`config.mk`:
```
export PLATFORM = sky130hd
export DESIGN_NAME = calc_cmd_sequencer
export DESIGN_NICKNAME = d
export VERILOG_FILES = /design/src/rtl/calc_pkg.sv /design/src/rtl/calc_char_class.sv /design/src/rtl/calc_cmd_sequencer.sv
export SDC_FILE = /design/constraint.sdc
export NUM_CORES = 1
export LEC_CHECK = 0
export ABC_AREA = 1
export CORE_MARGIN = 8
export CORE_UTILIZATION = 43
export CTS_CLUSTER_DIAMETER = 60
export DETAILED_ROUTE_END_ITERATION = 7
export GPL_TIMING_DRIVEN = 0
export PLACE_DENSITY = 0.87
export SLEW_MARGIN = 15
export SYNTH_ARGS = -nofsm -noshare
export SYNTH_HDL_FRONTEND = slang
export SYNTH_SLANG_ARGS = --single-unit
```
`constraint.sdc`:
```
create_clock -name clk -period 1.7 [get_ports clk]
set_input_delay 0.255 -clock clk [delete_from_list [all_inputs] [get_ports clk]]
set_output_delay 0.255 -clock clk [all_outputs]
set_load 0.02 [all_outputs]
```
`src/rtl/calc_pkg.sv`:
```
// Shared types and ASCII constants for the calculator command sequencer.
package calc_pkg;

   typedef enum logic [2:0] {
      StGetA,
      StGetOp,
      StGetB,
      StIssue,
      StWait,
      StErr,
      StEmit
   } state_e;

   localparam logic [7:0] ASCII_0     = 8'h30;
   localparam logic [7:0] ASCII_9     = 8'h39;
   localparam logic [7:0] ASCII_PLUS  = 8'h2B;
   localparam logic [7:0] ASCII_MINUS = 8'h2D;
   localparam logic [7:0] ASCII_SPACE = 8'h20;
   localparam logic [7:0] ASCII_ERR   = 8'h3F;
   localparam logic [7:0] ASCII_TMO   = 8'h21;

   function automatic logic ascii_is_digit(logic [7:0] c);
      return (c >= ASCII_0) && (c <= ASCII_9);
   endfunction

endpackage

```
`src/rtl/calc_char_class.sv`:
```
// Combinational classifier for incoming command bytes.
module calc_char_class
   import calc_pkg::*;
(
   input  logic [7:0] rx_data,
   output logic       is_digit,
   output logic       is_op,
   output logic       is_sub,
   output logic       is_space
);

   assign is_digit = ascii_is_digit(rx_data);
   assign is_sub   = (rx_data == ASCII_MINUS);
   assign is_op    = (rx_data == ASCII_PLUS) || is_sub;
   assign is_space = (rx_data == ASCII_SPACE);

endmodule

```
`src/rtl/calc_cmd_sequencer.sv`:
```
// Parses "<digit> <op> <digit>" from the RX byte stream, runs one adder operation and
// returns the result byte on TX. Optional WAIT timeout enabled by CALC_SEQ_TIMEOUT_EN.
module calc_cmd_sequencer
   import calc_pkg::*;
#(
   parameter int unsigned TIMEOUT_CYCLES = 16,
   parameter bit          SPACE_SKIP     = 1'b1
) (
   input  logic       clk,
   input  logic       rst,
   input  logic       rx_valid,
   input  logic [7:0] rx_data,
   output logic       rx_ready,
   output logic       adder_start,
   output logic       adder_subtract,
   output logic [7:0] adder_r1,
   output logic [7:0] adder_r2,
   input  logic [7:0] adder_data,
   input  logic       adder_rdy,
   output logic       tx_valid,
   output logic [7:0] tx_data,
   input  logic       tx_ready,
   output logic       busy
);

   state_e state_q;
   logic   is_digit, is_op, is_sub, is_space;
   logic   accept, skip, timeout;

   calc_char_class u_char_class (
      .rx_data  (rx_data),
      .is_digit (is_digit),
      .is_op    (is_op),
      .is_sub   (is_sub),
      .is_space (is_space)
   );

   assign rx_ready = (state_q == StGetA) || (state_q == StGetOp) || (state_q == StGetB);
   assign busy     = (state_q != StGetA);
   assign accept   = rx_valid && rx_ready;
   assign skip     = SPACE_SKIP && is_space;

`ifdef CALC_SEQ_TIMEOUT_EN
   localparam int unsigned CntW = $clog2(TIMEOUT_CYCLES + 1);
   logic [CntW-1:0] wait_cnt_q;

   // Asserted during the last permitted WAIT cycle.
   assign timeout = (wait_cnt_q == CntW'(TIMEOUT_CYCLES - 1));
`else
   logic unused_timeout_cfg;

   assign unused_timeout_cfg = ^TIMEOUT_CYCLES;
   assign timeout            = 1'b0;
`endif

   always_ff @(posedge clk) begin
      if (rst) begin
         state_q        <= StGetA;
         adder_start    <= 1'b0;
         adder_subtract <= 1'b0;
         adder_r1       <= 8'h00;
         adder_r2       <= 8'h00;
         tx_valid       <= 1'b0;
         tx_data        <= 8'h00;
`ifdef CALC_SEQ_TIMEOUT_EN
         wait_cnt_q     <= '0;
`endif
      end else begin
         unique case (state_q)
            StGetA: begin
               if (accept && !skip) begin
                  if (is_digit) begin
                     adder_r1 <= rx_data;
                     state_q  <= StGetOp;
                  end else begin
                     state_q  <= StErr;
                  end
               end
            end
            StGetOp: begin
               if (accept && !skip) begin
                  if (is_op) begin
                     adder_subtract <= is_sub;
                     state_q        <= StGetB;
                  end else begin
                     state_q        <= StErr;
                  end
               end
            end
            StGetB: begin
               if (accept && !skip) begin
                  if (is_digit) begin
                     adder_r2    <= rx_data;
                     adder_start <= 1'b1;
                     state_q     <= StIssue;
                  end else begin
                     state_q     <= StErr;
                  end
               end
            end
            StIssue: begin
               adder_start <= 1'b0;
               state_q     <= StWait;
`ifdef CALC_SEQ_TIMEOUT_EN
               wait_cnt_q  <= '0;
`endif
            end
            StWait: begin
               // A ready pulse coinciding with expiry still delivers the result.
               if (adder_rdy) begin
                  tx_data  <= adder_data;
                  tx_valid <= 1'b1;
                  state_q  <= StEmit;
               end else if (timeout) begin
                  tx_data  <= ASCII_TMO;
                  tx_valid <= 1'b1;
                  state_q  <= StEmit;
               end else begin
`ifdef CALC_SEQ_TIMEOUT_EN
                  wait_cnt_q <= wait_cnt_q + CntW'(1);
`endif
               end
            end
            StErr: begin
               tx_data  <= ASCII_ERR;
               tx_valid <= 1'b1;
               state_q  <= StEmit;
            end
            StEmit: begin
               if (tx_ready) begin
                  tx_valid <= 1'b0;
                  state_q  <= StGetA;
               end
            end
            default: state_q <= StGetA;
         endcase
      end
   end

endmodule

```
After elaboration in Yosys (flattened, before gate mapping):

Cells that the tools add are included.

* output and inout bits: 29
* bits of input ports: 21
* register bits: 30
* word-level logic and storage cells: 60

* equal/unequal tests: 15
* reductions and logical operators: 19
* multiplexer cells: 17
* magnitude comparators: 2

Operator list (number)
* $eq 8x6->1 const B: 3
* $mux 3: 8
* $pmux 3 s7: 1
* $pmux 8 s2: 1
* $reduce_and 3->1: 5
* $eq 3x3->1 const B: 3
* $ge 8x6->1 const B: 1
* $le 8x6->1 const B: 1
* $mux 8: 1
* $eq 3x2->1 const B: 2
* $ne 2x1->1 const B: 3
* $ne 2x2->1 const B: 3
* $reduce_bool 3->1: 2
* $reduce_and 5->1: 1
* $mux 1: 4
* $reduce_bool 2->1: 2
* $eq 3x1->1 const B: 1
* $logic_and 1x1->1: 3
* $logic_not 3->1: 1
* $logic_or 1x1->1: 3
* $pmux 1 s3: 1
* $pmux 1 s2: 1
* $reduce_and 2->1: 1
* $logic_not 1->1: 1

Logic depth before layout (Yosys ltp):

* depth in word-level cells: 7
* depth in mapped cells: 10
* mapped depth without buffers: 10

Modules after synthesis:

A second synthesis with hierarchy kept.

* cell total of the unflattened synthesis: 211
* area, all modules: 1441.4 um^2

By module, submodules not included
* calc_cmd_sequencer: sequential area each 600.6 um^2, area each 1353.8 um^2, instances 1, cells an instance 192
* calc_char_class: sequential area each 0.0 um^2, area each 87.6 um^2, instances 1, cells an instance 19

Worst setup path before layout:

No wires, ideal clock.

* path type: register to register
* start point: register state_q[2]
* end point: register adder_r1[0]
* stages on the path, launching flop included: 8
* arrival: 1.162 ns
* library setup time: 0.116 ns
* buffers on the path: 1
* required time: 1.584 ns
* period minus slack after synthesis: 1.278 ns
* path slack: 0.422 ns
* cell sequence: dfxtp_1 -> buf_6 -> nor2_1 -> nand2_1 -> nor2_1 -> nand3_2 -> o21ai_0 -> nor2_1

* word-level cells in the longest chain between the ends: 6
* elaborated cells between the ends (all ways): 8
* those cells by class: eq/ne: 2; reduce/logical: 6

Ends and longest elaborated chain
* start: declaration: line calc_cmd_sequencer.sv:26 `state_e state_q;`
* start signal: assignment: line calc_cmd_sequencer.sv:58 `state_q <= StGetA;`
* start signal: assignment: line calc_cmd_sequencer.sv:74 `state_q <= StGetOp;`
* start signal: assignment: line calc_cmd_sequencer.sv:76 `state_q <= StErr;`
* $eq 3x1->1 / $logic_not 3->1 (equally long branches): line calc_cmd_sequencer.sv:38, calc_cmd_sequencer.sv:69
* $logic_or 1x1->1 (2 in a row): line calc_cmd_sequencer.sv:38 `assign rx_ready = (state_q == StGetA) || (state_q == StGetOp) || (state_q == StGetB);`
* $logic_and 1x1->1: line calc_cmd_sequencer.sv:40 `assign accept = rx_valid && rx_ready;`
* $logic_and 1x1->1: line calc_cmd_sequencer.sv:71 `if (accept && !skip) begin`
* $reduce_and 3->1 (no line) *
* end signal: assignment: line calc_cmd_sequencer.sv:73 `adder_r1 <= rx_data;`
* end: declaration: line calc_cmd_sequencer.sv:16 `output logic [7:0] adder_r1,`

Every way passes the cells marked *; elsewhere a longest branch is shown, timed or not.
A chain may end at the register's enable or synchronous reset.

Final worst setup path:

* start point: register state_q[2]
* end point: output busy

* word-level cells in the longest chain between the ends: 1

Ends and longest elaborated chain
* $reduce_bool 3->1: line calc_cmd_sequencer.sv:39 `assign busy = (state_q != StGetA);`
* end: declaration: line calc_cmd_sequencer.sv:23 `output logic busy`

No other way between the ends.

==> insert_results.sql <==
INSERT INTO impl_metrics (metric_group, metric, value, unit) VALUES
('finish', 'final.fill_count', '257', ''),
('power_and_ir_drop', 'static-leakage-power', '0.775', 'nW'),
('setup_path', 'crit_path_start_kind', 'flip-flop', ''),
('sta', 'final_max_slew_violation_count', '0', ''),
('sta', 'fmaxAchievable', '635', 'MHz'),
('setup_path', 'crit_path_cell_trace', 'buf_6 > nor2_1 > nand2_1 > dlygate4sd2_1', ''),
('setup_path', 'worstPathRequired', '1.44', 'ns'),
('route', 'detailedRoute.firstPassIterationCount', '4', ''),
('place', 'port_buffers', '48', ''),
('place', 'post_dp_cell_area', '0.00182', 'mm2'),
('clock_tree', 'sink_count_of_the_clock_tree', '30', ''),
('floorplanning', 'num_rows', '20', ''),
('power_and_ir_drop', 'ir_worst_vdd', '0.746', 'mV'),
('sta', 'post-route-worst-setup-slack', '0.125', 'ns'),
('finish', 'finish.instance_area', '0.00190', 'mm2'),
('sta', 'clock_skew', '0.00681', 'ns'),
('floorplanning', 'initial_utilization', '0.437', ''),
('worst_hold_path', 'hold_path_class', 'in2reg', ''),
('sta', 'report.final.hold_viol_count', '0', ''),
('power_and_ir_drop', 'power_density', '1180', 'mW/mm2'),
('synth', 'ys_top_cells_by_area', 'dfxtp_1, nand2_1, nor2_1', ''),
('run', 'max_cap_violations', '0', ''),
('clock_tree', 'insertion_delay', '0.33', 'ns'),
('floorplanning', 'core-area', '0.00298', 'mm2'),
('clock_tree', 'cts.path.max_buffers', '2', ''),
('clock_tree', 'post_cts_resized', '4', ''),
('route', 'drt-total-wl', '3170', 'um'),
('clock_tree', 'cts_buffers', '5', ''),
('grt', 'grt_remaining_overflow', '0', ''),
('setup_path', 'r2r_setup_slack', '0.34', 'ns'),
('setup_path', 'cp_top_family', 'buffers and inverters', ''),
('synth', 'area_share_of_the_largest_cell_type_after_synthesis', '0.461', ''),
('clock_tree', 'clock_tree_from_tritoncts', 'done', ''),
('synth', 'cell_area_after_synthesis', '0.00130', 'mm2'),
('route', 'avgViaCountPerCell', '4.83', ''),
('synth', 'synthesis.yosys.warnings', '0', ''),
('floorplanning', 'pin_count', '50', ''),
('finish', 'regArea', '603', 'um2'),
('clock_tree', 'hold_buffers', '0', ''),
('sta', 'tightestPinTransition', '0.434', 'ns'),
('finish', 'fraction_of_final_layout_cells_with_drive_strength_greater_than_1', '0.137', ''),
('floorplanning', 'die-area', '0.00505', 'mm2'),
('setup_path', 'crit_path_max_incr_delay', '0.33', 'ns'),
('synth', 'synth_cell_type_count', '20', ''),
('sta', 'timing.final.setup_violations', '0', ''),
('floorplanning', 'die_height', '71.0', 'um'),
('synth', 'synth_nets', '198', ''),
('clock_tree', 'clockRootBuffer', 'clkbuf_4', ''),
('place', 'place.gp.congestion', '0.809', ''),
('synth', 'synthCells', '177', ''),
('grt', 'grt_use_total', '0.129', ''),
('grt', 'first_global_vias', '1208', ''),
('setup_path', 'end_kind', 'output port', ''),
('setup_path', 'criticalPathCategory', 'reg2out', ''),
('grt', 'maximum_number_of_pins_on_one_net_before_global_route_repair', '11', ''),
('sta', 'timing.slew.headroom', '0.711', ''),
('sta', 'final_min_period_over_clock_period', '0.927', ''),
('grt', 'grt_first_pass_wirelength', '5200', 'um'),
('route', 'final_antenna_net_count', '0', ''),
('floorplanning', 'x_dimension_of_the_die', '71.0', 'um'),
('route', 'drt_iter0_drc', '42', ''),
('finish', 'combined_area_of_the_multi_input_logic_cells', '596', 'um2'),
('synth', 'syn_avg_cell_area', '7.36', 'um2'),
('route', 'via_count', '1286', ''),
('setup_path', 'critPathMaxFanout', '8', ''),
('setup_path', 'number_of_buffers_and_inverters_on_the_critical_path', '2', ''),
('finish', 'final_net_count', '253', ''),
('synth', 'seq_area_frac_synth', '0.461', ''),
('sta', 'post-route-min-period', '1.58', 'ns'),
('route', 'wl_per_cell', '11.9', 'um'),
('outcome', 'run_status', 'finished clean', '');
## state kept, by name, indices dropped and copies added (netlist names)
name and count:
adder_r1 8, adder_r2 8, tx_data 8, state_q 3
adder_start 1, adder_subtract 1, tx_valid 1
## layout make-up
class,instances,share of cell area
multi-input cells,121,0.314
well taps,33,0.0217
clock buffers,8,0.0415
inverters,22,0.0441
repair buffers,48,0.250
plain buffers,4,0.0119
flip-flops and latches,30,0.318
## final timing paths
kind                     from  cells past startpoint          end
hold / removal            rst                      2   state_q[1]
hold reg to reg   adder_r1[7]                      2  adder_r1[7]
setup reg to reg   state_q[2]                      9  adder_r2[2]
setup / recovery   state_q[2]                      4         busy
## per-layer routing
| metal | wire, um | share of wire | vias up | global-route usage |
|---|---|---|---|---|
| met1 | 1380 | 0.44 | 565 | 0.132 |
| met2 | 1400 | 0.44 | 39 | 0.206 |
| met5 | 0 | 0 | - | 0 |
| li1 | - | - | 673 | - |
| met3 | 323 | 0.10 | 9 | 0.0692 |
| met4 | 57 | 0.018 | 0 | 0.0739 |
## Yosys cell counts
library cell and number:
o21ai_0 8, nand2_2 2, nor3_2 2, buf_6 1
nand2_4 1, inv_2 2, nand3_2 2, a21oi_1 12
inv_1 19, nand2_1 43, a21oi_2 1, nor2_4 2
dfxtp_1 30, nand3_1 7, nand4_1 1, nor2_2 1
nor2_1 33, o221a_2 6, clkinv_2 1, clkbuf_1 3
## per-stage QoR
step	setup TNS [ns]	std cells	hold slack, ns	power [mW]
finish	0	266	0.319	2.24
global route	0	266	0.348	2.38
CTS	0	266	0.327	2.26
detailed placement	-0.862	258	0.432	1.76
global placement	-0.428	258	0.426	1.75
floorplan	0	177	0.398	1.43
## power breakdown
part	internal, mW	switching (mW)
sequential	0.797	0.0661
clock	0.282	0.239
combinational	0.362	0.497
## cell families after synthesis
group | count (synthesis) | share of synthesized area
buffers and inverters | 26 | 0.0817
and+or+nand+nor | 94 | 0.322
AOI/OAI and AO/OA | 27 | 0.135
DFF | 30 | 0.461
Power figures use the tool's default switching activity.
==> edit 1, RTL diff (config.mk and constraints unchanged) <==
Encoding of `state_e`: now Gray code (3 bits for 7 states).
--- a/src/rtl/calc_pkg.sv
+++ b/src/rtl/calc_pkg.sv
@@ -2,13 +2,13 @@
 package calc_pkg;
 
    typedef enum logic [2:0] {
-      StGetA,
-      StGetOp,
-      StGetB,
-      StIssue,
-      StWait,
-      StErr,
-      StEmit
+      StGetA  = 3'b000,
+      StGetOp = 3'b001,
+      StGetB  = 3'b011,
+      StIssue = 3'b010,
+      StWait  = 3'b110,
+      StErr   = 3'b111,
+      StEmit  = 3'b101
    } state_e;
 
    localparam logic [7:0] ASCII_0     = 8'h30;
Formal check against the unedited RTL: no difference found for any inputs over 10 cycles, from zero or initial values and one cycle with rst high; not proved beyond that.
==> edit 1 against the unedited design <==
  * Design area rose by 0.92%
  * Sequential share of layout area shrank 0.36 points
  * Worst setup slack worse by 0.057 ns
  * Critical path depth unchanged
  * Synthesized area about the same
  * Register-to-register slack improved by 0.05 ns
  * Core utilization increased by 0.59 points
  * Routed wire length up 5.8%
  * Sequential power shrank 3.4%
  * Power shrank 0.46%
  * Sequential cell count is the same
  * Highest routed layer unchanged
==> edit 1: results (changes against the unedited design) <==
----------------------------------------------------
[Placed design]
  Total half-perimeter wirelength after legalization and detailed placement ... 2530 um (+1.8%)
  Input/output buffers ... 49 (+2.1%)
  GP Congestion ... 0.849 (+4.8%)

[Critical path]
  Worst Reg-to-Reg Cells ... 7 (-2)
  Worst setup path start ... state_q[1]
  FF-to-FF End ... adder_r1[2]
  Worst stage delay on the critical path ... 0.38 ns (+0.05 ns)
  Slack of the worst reg-to-reg path ... 0.39 ns (+0.05 ns)
  Critical path destination ... rx_ready
  Worst endpoint data arrival time ... 1.38 ns (+0.06 ns)
  Critical-path top delay cell ... sky130_fd_sc_hd__dfxtp_2
  R2r startpoint ... state_q[0]

[Timing]
  Worst-margin pin slew ... 0.540 ns (+0.106 ns)
  Worst clock skew ... 0.0129 ns (+0.00606 ns)

[Final layout]
  Multi-input combinational area share ... 32.0% (+0.63 points)
  Layout buffering overhead excluding clock cells ... 27.1% (+0.94 points)
  Share of layout cells above drive strength 1 ... 9.88% (-3.9 points)
  Buffer count excluding the clock tree in the final layout ... 53 (+1.9%)
  CLK BUF ... 7 (-1)
  Number of nets in the layout ... 263 (+4.0%)
  Multi-input gate count ... 136 (+12%)
  Total number of sequential cells ... 30 (unchanged)
  Filler cell count ... 251 (-2.3%)
  Clock tree cell share of total cell area ... 3.92% (-0.23 points)

[GRT]
  Global-route total usage across every layer ... 13.7% (+0.82 points)
  GR Layer Usage met3 ... 7.91% (+0.99 points)
  Met2 Use GR ... 22.7% (+2.1 points)
  Global Route met1 Usage ... 13.9% (+0.74 points)
  Global-route wire length before repair ... 5470 um (+5.3%)
  Vias in the first global route ... 1224 (+1.3%)

[Detailed routing]
  Met2 Routed Length ... 1520 um (+8.5%)
  Average wire per standard cell ... 12.1 um (+2.0%)
  Routed length on met1 ... 1440 um (+4.2%)
  Violation count after the first detailed-route iteration ... 78 (+86%)
  Routed vias/inst ... 4.71 (-2.5%)

[Yosys]
  Top cell types by occurrence after synthesis ... 63 x sky130_fd_sc_hd__nor2_1, 31 x sky130_fd_sc_hd__nand2_1, 30 x sky130_fd_sc_hd__dfxtp_1, 15 x sky130_fd_sc_hd__o21ai_0, 11 x sky130_fd_sc_hd__inv_1
  Leading post-synthesis cells by cell area ... sky130_fd_sc_hd__dfxtp_1 46%, sky130_fd_sc_hd__nor2_1 18%, sky130_fd_sc_hd__nand2_1 8.9%
  Post-synthesis net count ... 207 (+4.5%)
  Synth unique cells ... 24 (+20%)
  Portion of the post-synthesis area used by sequential elements ... 46.1% (about the same)

[Hold path]
  Kind of path behind the tightest hold check ... register to register
  Worst Hold Path EP ... adder_r2[6]

[Pwr]
  Total sequential power ... 0.834 mW (-3.4%)
  Static Leakage ... 0.775 nW (about the same)
  Logic pwr share ... 38.1% (-0.2 points)
  Sw power ... 0.783 mW (-2.4%)

[Status]
  Outcome ... finished, final reports clean

----------------------------------------------------
edit 1: what timing repair did:
item,in CTS,in global routing
hold buffers,0,0
gates resized for setup,2,3
hold endpoints to repair,0,0
setup endpoints to repair,2,2
edit 1: through the flow:
step                setup WS [ns]  cell area [sq um]  instances  hold WS, ns  setup TNS, ns
floorplan                   0.437               1300        186        0.324              0
global placement          -0.0613               1840        268        0.426         -0.411
detailed placement        -0.0597               1840        268        0.431         -0.465
CTS                      0.000916               1910        276        0.448              0
global route             0.000922               1920        276        0.475              0
finish                     0.0680               1920        276        0.444              0
edit 1: logic make-up (layout without fill, tap and decap cells):
| logic type | Yosys count | after routing | share of synthesized area, % |
|---|---|---|---|
| DFF | 30 | 30 | 46.1 |
| buffers and inverters | 20 | 77 | 7.39 |
| and+or+nand+nor | 114 | 114 | 37.1 |
| AOI/OAI and AO/OA | 22 | 22 | 9.40 |
==> edit 2, RTL diff (config.mk and constraints unchanged) <==
Without the edit above. The parameter `SPACE_SKIP` goes from 1'b1 to 1'b0.
--- a/src/rtl/calc_cmd_sequencer.sv
+++ b/src/rtl/calc_cmd_sequencer.sv
@@ -4,7 +4,7 @@
    import calc_pkg::*;
 #(
    parameter int unsigned TIMEOUT_CYCLES = 16,
-   parameter bit          SPACE_SKIP     = 1'b1
+   parameter bit          SPACE_SKIP     = 1'b0
 ) (
    input  logic       clk,
    input  logic       rst,
Check against the original RTL: not equivalent (Yosys sat finds a counterexample within 4 cycles, from zero or initial values and one cycle with rst high).
==> edit 2 against the unedited design <==
  * Clock skew increased by 0.0016 ns
  * Worst setup slack got worse by 0.046 ns
  * Sequential cell count unchanged
  * Sequential power decreased by 4.4%
  * Worst hold slack improved by 0.012 ns
  * Routed wire length decreased by 2.1%
  * Synthesized area decreased by 0.58%
  * Design area decreased by 2.0%
  * Power decreased by 21%
  * Combinational power decreased by 34%
  * Critical path type unchanged
  * Largest cell class is now multi-input combinational cells
==> edit 2: results (changes against the unedited design) <==
----------------------------------------------------
[Critical path]
  Worst stage delay on the critical path ... 0.39 ns (+0.06 ns)
  Max FO, Critical Path ... 7 (-1)
  Worst endpoint data arrival time ... 1.37 ns (+0.05 ns)

[Yosys]
  Top cell types by occurrence after synthesis ... 45 x sky130_fd_sc_hd__nor2_1, 32 x sky130_fd_sc_hd__nand2_1, 30 x sky130_fd_sc_hd__dfxtp_1, 14 x sky130_fd_sc_hd__o21ai_0, 10 x sky130_fd_sc_hd__inv_1
  Fraction of the mapped netlist area in compound gates ... 11.6% (-2.0 points)
  Synth unique cells ... 21 (+5.0%)
  Leading post-synthesis cells by cell area ... sky130_fd_sc_hd__dfxtp_1 46%, sky130_fd_sc_hd__nor2_1 13%, sky130_fd_sc_hd__nand2_1 9.3%
  Mean Syn Cell Area ... 7.32 sq um (-0.58%)

[Detailed routing]
  WL final ... 3100 um (-2.1%)
  Met2 Routed Length ... 1410 um (+0.50%)
  Average wire per standard cell ... 11.7 um (-1.8%)
  Routed length on met1 ... 1340 um (-3.1%)
  Met3 wire length ... 300 um (-7.1%)
  Violation count after the first detailed-route iteration ... 30 (-29%)
  Routed vias/inst ... 4.74 (-2.0%)

[Placed design]
  Setup slack after placement ... -0.0837 ns (+0.0158 ns)
  Placement Cell Area ... 1820 sq um (-0.41%)

[Floorplan]
  Die width ... 70.9 um (-0.22%)

[Final layout]
  Final standard cell utilization of the core ... 63.0% (-0.77 points)
  Multi-input combinational area share ... 32.6% (+1.3 points)
  Count of inverters other than clock inverters in the layout ... 19 (-14%)
  Layout buffering overhead excluding clock cells ... 26.4% (+0.21 points)
  Share of layout cells above drive strength 1 ... 15.9% (+2.2 points)
  Clock tree cell share of total cell area ... 2.56% (-1.6 points)
  Filler cell count ... 297 (+16%)
  Multi-input gate count ... 124 (+2.5%)

[GRT]
  Met2 Use GR ... 21.5% (+0.93 points)
  Global-route wire length before repair ... 5360 um (+3.2%)
  GR Layer Usage met3 ... 6.78% (-0.14 points)
  Global Route met1 Usage ... 14.0% (+0.82 points)
  Vias in the first global route ... 1271 (+5.2%)
  Global-route total usage across every layer ... 13.3% (+0.38 points)

[Pwr]
  Static Leakage ... 0.787 nW (+1.5%)
  Total sequential power ... 0.825 mW (-4.4%)
  Clock network fraction of total power ... 21.7% (-1.6 points)
  Peak supply drop ... 593 uV (-20%)
  Sw power ... 0.622 mW (-23%)
  Power consumed by the clock network ... 0.386 mW (-26%)

[Timing]
  Worst-margin pin slew ... 0.529 ns (+0.0947 ns)

[Clocking]
  Clock latency reported for the late side of the worst-skew pair ... 0.33 ns (about the same)

[Status]
  Outcome ... finished, final reports clean

----------------------------------------------------
## edit 2: cell types whose count changed in the layout (fill, tap and decap cells not counted), moves of 6 or more
cell,before,now
sky130_fd_sc_hd__o221a_2,6,0
sky130_fd_sc_hd__nor2_1,33,45
sky130_fd_sc_hd__o21ai_0,8,14
sky130_fd_sc_hd__inv_2,2,9
sky130_fd_sc_hd__a21oi_1,12,6
sky130_fd_sc_hd__nand2_1,43,32
sky130_fd_sc_hd__inv_1,19,10
## edit 2: cell families (layout without fill, tap and decap cells)
kind of cell / Yosys count / after routing
compound gates: 27 / 27
flops: 30 / 30
buf+inv: 23 / 78
simple gates: 97 / 97
## edit 2: path summary, 6_finish.rpt
| kind | start | endpoint | slack [ns] | cells after the start |
|---|---|---|---|---|
| worst max-delay path | state_q[0] | rx_ready | 0.08 | 4 |
| worst min-delay path | rst | adder_r2[3] | 0.33 | 2 |
| worst max register to register | state_q[2] | tx_data[0] | 0.25 | 8 |
| worst min register to register | adder_r2[7] | adder_r2[7] | 0.44 | 2 |
